[config.mk]
export PLATFORM = sky130hd
export DESIGN_NAME = ccff_stream_loader
export DESIGN_NICKNAME = d
export VERILOG_FILES = /design/src/rtl/ccff_pkg.sv /design/src/rtl/ccff_word_piso.sv /design/src/rtl/ccff_stream_loader.sv
export SDC_FILE = /design/constraint.sdc
export NUM_CORES = 1
export LEC_CHECK = 0
export BUFFER_PORTS_ARGS = -buffer_cell sky130_fd_sc_hd__buf_4
export CAP_MARGIN = 20
export CORE_AREA = 2 2 55 57
export DETAILED_ROUTE_END_ITERATION = 12
export DIE_AREA = 0 0 57 59
export PLACE_DENSITY_LB_ADDON = 0.3
export SYNTH_ARGS = -nofsm -noshare
export SYNTH_HDL_FRONTEND = slang
export SYNTH_SLANG_ARGS = --single-unit
export TNS_END_PERCENT = 30
[constraint.sdc]
create_clock -name prog_clk -period 4.59 [get_ports prog_clk]
set_clock_uncertainty 0.2 [all_clocks]
set_input_delay 0.459 -clock prog_clk [delete_from_list [all_inputs] [get_ports prog_clk]]
set_output_delay 0.459 -clock prog_clk [all_outputs]
set_load 0.005 [all_outputs]
[src/rtl/ccff_pkg.sv]
// Shared types and constants for the configuration-chain stream loader.
// Holds the loader state encoding and the header pattern helpers.
package ccff_pkg;

  localparam int CCFF_HDR_W = 8;
  localparam logic [CCFF_HDR_W-1:0] CCFF_HDR_DEFAULT = 8'hA5;

  typedef enum logic [1:0] {
    IDLE,
    HEADER,
    PAYLOAD,
    DONE
  } ccff_state_t;

  // Header bit at position idx when shifted MSB-first
  function automatic logic hdr_bit(
    input logic [CCFF_HDR_W-1:0] hdr,
    input logic [2:0]            idx
  );
    return hdr[~idx];
  endfunction

endpackage

[src/rtl/ccff_word_piso.sv]
// Parallel-in/serial-out holding register for configuration words.
// Tracks bits left in the current word and words left in the load.
module ccff_word_piso #(
  parameter int WORD_W = 8,
  parameter int WORDS  = 8,
  parameter int LAST_W = 8
) (
  input  logic              clk,
  input  logic              rst,
  input  logic              init,
  input  logic              ready_en,
  input  logic              shift,
  input  logic [WORD_W-1:0] in_data,
  input  logic              in_valid,
  output logic              in_ready,
  output logic              msb,
  output logic              active
);

  localparam int CW = $clog2(WORD_W + 1);
  localparam int NW = $clog2(WORDS + 1);

  logic [WORD_W-1:0] shreg;
  logic [CW-1:0]     wcnt;
  logic [NW-1:0]     words_left;
  logic              take;

  // A word may land on the same edge the previous one shifts its last bit
  assign in_ready = ready_en
                 && (words_left != '0)
                 && ((wcnt == '0)
                  || ((wcnt == CW'(1)) && shift));
  assign take   = in_ready && in_valid;
  assign msb    = shreg[WORD_W-1];
  assign active = (wcnt != '0);

  always_ff @(posedge clk) begin
    if (rst) begin
      shreg      <= '0;
      wcnt       <= '0;
      words_left <= '0;
    end else if (init) begin
      shreg      <= '0;
      wcnt       <= '0;
      words_left <= NW'(WORDS);
    end else if (take) begin
      shreg      <= in_data;
      wcnt       <= (words_left == NW'(1)) ? CW'(LAST_W)
                                           : CW'(WORD_W);
      words_left <= words_left - NW'(1);
    end else if (shift) begin
      shreg <= shreg << 1;
      wcnt  <= wcnt - CW'(1);
    end
  end

endmodule

[src/rtl/ccff_stream_loader.sv]
// Streams a header plus configuration words into a gated flop chain
// and verifies that the header emerges at the chain tail on time.
module ccff_stream_loader
  import ccff_pkg::*;
#(
  parameter int                    CHAIN_LEN = 64,
  parameter int                    WORD_W    = 8,
  parameter logic [CCFF_HDR_W-1:0] HDR       = CCFF_HDR_DEFAULT
) (
  input  logic              prog_clk,
  input  logic              pReset,
  input  logic              start,
  input  logic [WORD_W-1:0] in_data,
  input  logic              in_valid,
  output logic              in_ready,
  output logic              ccff_head,
  output logic              ccff_shift_en,
  input  logic              ccff_tail,
  output logic              busy,
  output logic              done,
  output logic              chain_ok
);

  localparam int SW     = $clog2(CHAIN_LEN + 9);
  localparam int WORDS  = (CHAIN_LEN + WORD_W - 1) / WORD_W;
  localparam int LAST_W = CHAIN_LEN - (WORDS - 1) * WORD_W;
  localparam logic [SW-1:0] WIN_LO = SW'(CHAIN_LEN);
  localparam logic [SW-1:0] WIN_HI = SW'(CHAIN_LEN + 7);
  localparam logic [SW-1:0] HDR_LAST = SW'(7);

  ccff_state_t state, state_nxt;

  logic [SW-1:0] s;
  logic          err;
  logic          ok;
  logic          go;
  logic          ready_en;
  logic          piso_shift;
  logic          piso_msb;
  logic          piso_active;
  logic          in_win;
  logic [2:0]    win_idx;
  logic          chk_fail;
  logic          to_done;

  assign go         = (state == IDLE) && start;
  assign piso_shift = (state == PAYLOAD) && piso_active;
  assign chain_ok   = ok;

  ccff_word_piso #(
    .WORD_W (WORD_W),
    .WORDS  (WORDS),
    .LAST_W (LAST_W)
  ) u_piso (
    .clk      (prog_clk),
    .rst      (pReset),
    .init     (go),
    .ready_en (ready_en),
    .shift    (piso_shift),
    .in_data  (in_data),
    .in_valid (in_valid),
    .in_ready (in_ready),
    .msb      (piso_msb),
    .active   (piso_active)
  );

  always_ff @(posedge prog_clk) begin
    if (pReset) state <= IDLE;
    else        state <= state_nxt;
  end

  always_comb begin
    state_nxt = state;
    unique case (state)
      IDLE:    if (start) state_nxt = HEADER;
      HEADER:  if (s == HDR_LAST) state_nxt = PAYLOAD;
      PAYLOAD: begin
        if (ccff_shift_en && (s == WIN_HI))
          state_nxt = DONE;
      end
      DONE:    state_nxt = IDLE;
      default: state_nxt = IDLE;
    endcase
  end

  always_comb begin
    busy          = 1'b0;
    done          = 1'b0;
    ccff_shift_en = 1'b0;
    ccff_head     = 1'b0;
    ready_en      = 1'b0;
    unique case (state)
      HEADER: begin
        busy          = 1'b1;
        ccff_shift_en = 1'b1;
        ccff_head     = hdr_bit(HDR, s[2:0]);
        ready_en      = (s == HDR_LAST);
      end
      PAYLOAD: begin
        busy          = 1'b1;
        ccff_shift_en = piso_active;
        ccff_head     = piso_active & piso_msb;
        ready_en      = 1'b1;
      end
      DONE:    done = 1'b1;
      default: ;
    endcase
  end

  // Header bit h must appear at the tail exactly CHAIN_LEN shifts later
  assign in_win   = (s >= WIN_LO) && (s <= WIN_HI);
  assign win_idx  = 3'(s - WIN_LO);
  assign chk_fail = ccff_shift_en && in_win
                 && (ccff_tail != hdr_bit(HDR, win_idx));
  assign to_done  = (state == PAYLOAD) && (state_nxt == DONE);

  always_ff @(posedge prog_clk) begin
    if (pReset || go) begin
      s   <= '0;
      err <= 1'b0;
      ok  <= 1'b0;
    end else begin
      if (ccff_shift_en) s <= s + SW'(1);
      if (chk_fail) err <= 1'b1;
      if (to_done) ok <= !(err || chk_fail);
    end
  end

endmodule

==> flow_summary.ini <==
[timing]
final_report_hold_violation_count = 0
setup_viols_final = 0
tightest_slew_ps = 937
timing.fmax_mhz = 323
slew_headroom = 0.375
finalWorstPathRequiredPeriod_ps = 3090
rsz_0062_raised_after_global_routing = no
min_period_over_period = 0.673
finalSetupTns_ps = 0
number_of_pins_with_negative_max_slew_slack_in_the_final_report = 0

[status]
outcome = complete, no violations

[yosys]
synth_fp_nets = 196
dominantRegCellSynth = sky130_fd_sc_hd__dfxtp_1
syn_area_per_cell_sq_um = 8.43
yosys.area.top_type = sky130_fd_sc_hd__dfxtp_1
postSynthRegisterBits = 27
syn-instance-count = 173
syn-cell-area_sq_mm = 0.00146
synth-edff-count = 0
synth.area.top_cells = sky130_fd_sc_hd__dfxtp_1 37%, sky130_fd_sc_hd__ha_1 8.6%, sky130_fd_sc_hd__nand2_1 6.2%
most_instantiated_library_cell_after_synthesis = sky130_fd_sc_hd__dfxtp_1
synth.yosys.seq_area_share = 0.370
netlist-cell-type-count = 42
synth_top_area_frac = 0.370
ys_top_cells_by_count = 27 x sky130_fd_sc_hd__dfxtp_1, 24 x sky130_fd_sc_hd__nand2_1, 21 x sky130_fd_sc_hd__nor2_1, 12 x sky130_fd_sc_hd__inv_1, 10 x sky130_fd_sc_hd__ha_1
yosys_warnings = 0
ffs_w_async_s_r_synth = 0

[routing]
route.detailed.drc = 0
detailroute.via_count = 1255
route.antenna.remaining_nets = 0
drt_wl_total_um = 2940
number_of_detailed_route_iterations_in_the_first_pass = 4
wl_per_cell_um = 13.4
viasPerCell = 5.70
drt_iter0_markers = 26

[place]
dp_hpwl_um = 2160
io_buffer_count = 18
place_congestion = 0.842
dpl-instance-area_sq_mm = 0.00161
dp_cells = 216

[floorplan]
io_pins = 19
placeableCoreArea_sq_mm = 0.00271
std_cell_rows = 19
initial_core_util = 0.538
chipWidth_um = 57
die-area_sq_mm = 0.00336
die_h_um = 59

[grt]
grt_pass1_vias = 1189
global_route_met1_usage = 0.226
global_route.usage.met3 = 0.0262
grt_usage = 0.184
grt-busiest-layer = met2
maximum_number_of_pins_on_one_net_before_global_route_repair = 25
globalRouteOverflowTotal = 0
grt_use_met2 = 0.327
antenna_violations_before_repair = 0
global_route_wire_length_before_repair_um = 4950

[final_layout]
final_cells = 220
post_route_cells_drive_above_1_share = 0.143
final_nets = 213
layout.filler_cells = 248
finish.instance_area_sq_mm = 0.00164
areaGrowthSynthToFinish_pct = 12.1
antennaDiodeCount = 0

[clock_tree]
worstSkewPairLatency_ps = 320
cts-resized-gates = 0
cts_tree = built
cts_buffers = 3
postCtsSetupRepairBufs = 0
max-clock-path-buffers = 2
cts-htree-levels = 1
cts_root_buffer = sky130_fd_sc_hd__clkbuf_4
cts_num_sinks = 27
cts-hold-fix-buffers = 0
clkTransAtPathRegs_ps = 140

[critical_path]
critPathArrivalTime_ps = 2430
critPathLaunchType = flip-flop
ff2ff_setup_slack_ps = 1970
reg2reg_from = s[0]$_SDFFE_PP0P_
critPathTopFamily = compound AO/OA/AOI/OAI gates
worstSetupPathDepth = 7
critical_path.cell_chain = inv_1 > ha_1 > inv_1 > a21oi_1 > a22oi_1 > nor2b_1 > buf_4
worstPathBufferInverterCount = 3
end_kind = primary output
critPathKind = flip-flop to primary output
ff2ff_path_depth = 6
cp-startpoint = state[0]$_SDFF_PP0_
cpMaxStageDelayCell = sky130_fd_sc_hd__a21oi_1
cp_slowest_stage_delay_ps = 680
timing.critical_path.required_ps = 3930
critPathCapture = ccff_head
r2r_end = u_piso.words_left[3]$_SDFFE_PP0P_
worst-path-max-fanout = 12
critPathMostFrequentCell = sky130_fd_sc_hd__inv_1

[power_and_ir_drop]
p_leak_nw = 0.607
worst_ir_drop_vdd_mv = 0.175
share_comb_of_total_power = 0.092
power_switching_share = 0.237
power_density_over_cell_area_mw_per_mm2 = 229
power.net_switching_uw = 89.0
clock_power_share = 0.272
p_int_uw = 286
total_power_uw = 375
share_seq_of_total_power = 0.635

[min_path]
min_path_type = input port to flip-flop

[flow_run]
drv.max_cap_violation_count = 0
[routing by layer]
layer	up-vias	wire length, um
met5	-	0
met4	0	50
met3	7	115
met2	31	1350
met1	580	1420
li1	637	-
[state kept, by name, indices dropped and copies added (netlist names)]
name / flops
u_piso.shreg: 8
state: 2
err: 1
u_piso.words_left: 4
u_piso.wcnt: 4
s: 7
chain_ok: 1
[power groups by stage]
stage | clock network [mW] | registers [mW] | logic, mW
2_1_floorplan | 0 | 0.243 | 0.0189
3_3_place_gp | 0 | 0.243 | 0.0333
3_5_place_dp | 0 | 0.243 | 0.0340
4_1_cts | 0.105 | 0.238 | 0.0342
5_1_grt | 0.113 | 0.239 | 0.0377
6_report | 0.102 | 0.238 | 0.0346
[through the flow]
stage | setup WS [ps] | hold WS [ps] | util
floorplan | 2380 | 238 | -
global placement | 1960 | 250 | 0.594
detailed placement | 1900 | 276 | 0.594
CTS | 1500 | 109 | 0.603
global route | 1240 | 107 | 0.603
finish | 1500 | 121 | 0.603
[cells by family (layout without fill, tap and decap cells)]
| family | Yosys count | in the layout | share of synthesized area |
|---|---|---|---|
| adder cells (fa/ha/maj) | 10 | 10 | 0.0858 |
| multiplexers | 2 | 2 | 0.0137 |
| AO/OA/AOI/OAI | 35 | 35 | 0.182 |
| flip-flops | 27 | 27 | 0.370 |
| buffers and inverters | 18 | 34 | 0.0472 |
| AND/OR/NAND/NOR | 70 | 70 | 0.235 |
| XOR/XNOR | 11 | 11 | 0.0660 |
[cell type report]
class | count | area (sq um) | area share
Timing Repair Buffer | 18 | 135 | 0.0826
Multi-Input combinational cell | 128 | 850 | 0.520
Tap cell | 31 | 38.8 | 0.0237
Inverter | 12 | 45.0 | 0.0275
Clock buffer | 4 | 26.3 | 0.0161
Sequential cell | 27 | 541 | 0.331
[cells in the final DEF (no fill, tap or decap), types with 2 or more instances in the layout]
cell type                   n
sky130_fd_sc_hd__clkbuf_4   3
sky130_fd_sc_hd__dfxtp_1   27
sky130_fd_sc_hd__nand4_1    2
sky130_fd_sc_hd__nand2b_1   3
sky130_fd_sc_hd__buf_4     18
sky130_fd_sc_hd__nor3_1     2
sky130_fd_sc_hd__mux2i_1    2
sky130_fd_sc_hd__nor2_1    21
sky130_fd_sc_hd__a211o_1    2
sky130_fd_sc_hd__and3_1     5
sky130_fd_sc_hd__nand2_1   24
sky130_fd_sc_hd__xnor2_1    7
sky130_fd_sc_hd__or3_1      3
sky130_fd_sc_hd__a31oi_1    3
sky130_fd_sc_hd__nor4_1     2
sky130_fd_sc_hd__a311oi_1   7
sky130_fd_sc_hd__xor2_1     4
sky130_fd_sc_hd__a21oi_1    8
sky130_fd_sc_hd__ha_1      10
sky130_fd_sc_hd__o21ai_0    2
sky130_fd_sc_hd__inv_1     12
[worst min-delay path by stage]
stage,start,to,slack [ps],cells past startpoint
CTS,pReset,u_piso.words_left[3]$_SDFFE_PP0P_,110,2
global route,pReset,u_piso.words_left[3]$_SDFFE_PP0P_,110,2
floorplan,err$_SDFFE_PP0P_,err$_SDFFE_PP0P_,240,2
detailed placement,u_piso.shreg[5]$_SDFFE_PP0P_,u_piso.shreg[6]$_SDFFE_PP0P_,280,2
global placement,err$_SDFFE_PP0P_,err$_SDFFE_PP0P_,250,2
finish,pReset,u_piso.words_left[3]$_SDFFE_PP0P_,120,2
No activity file was read; power rests on OpenSTA's default activity.
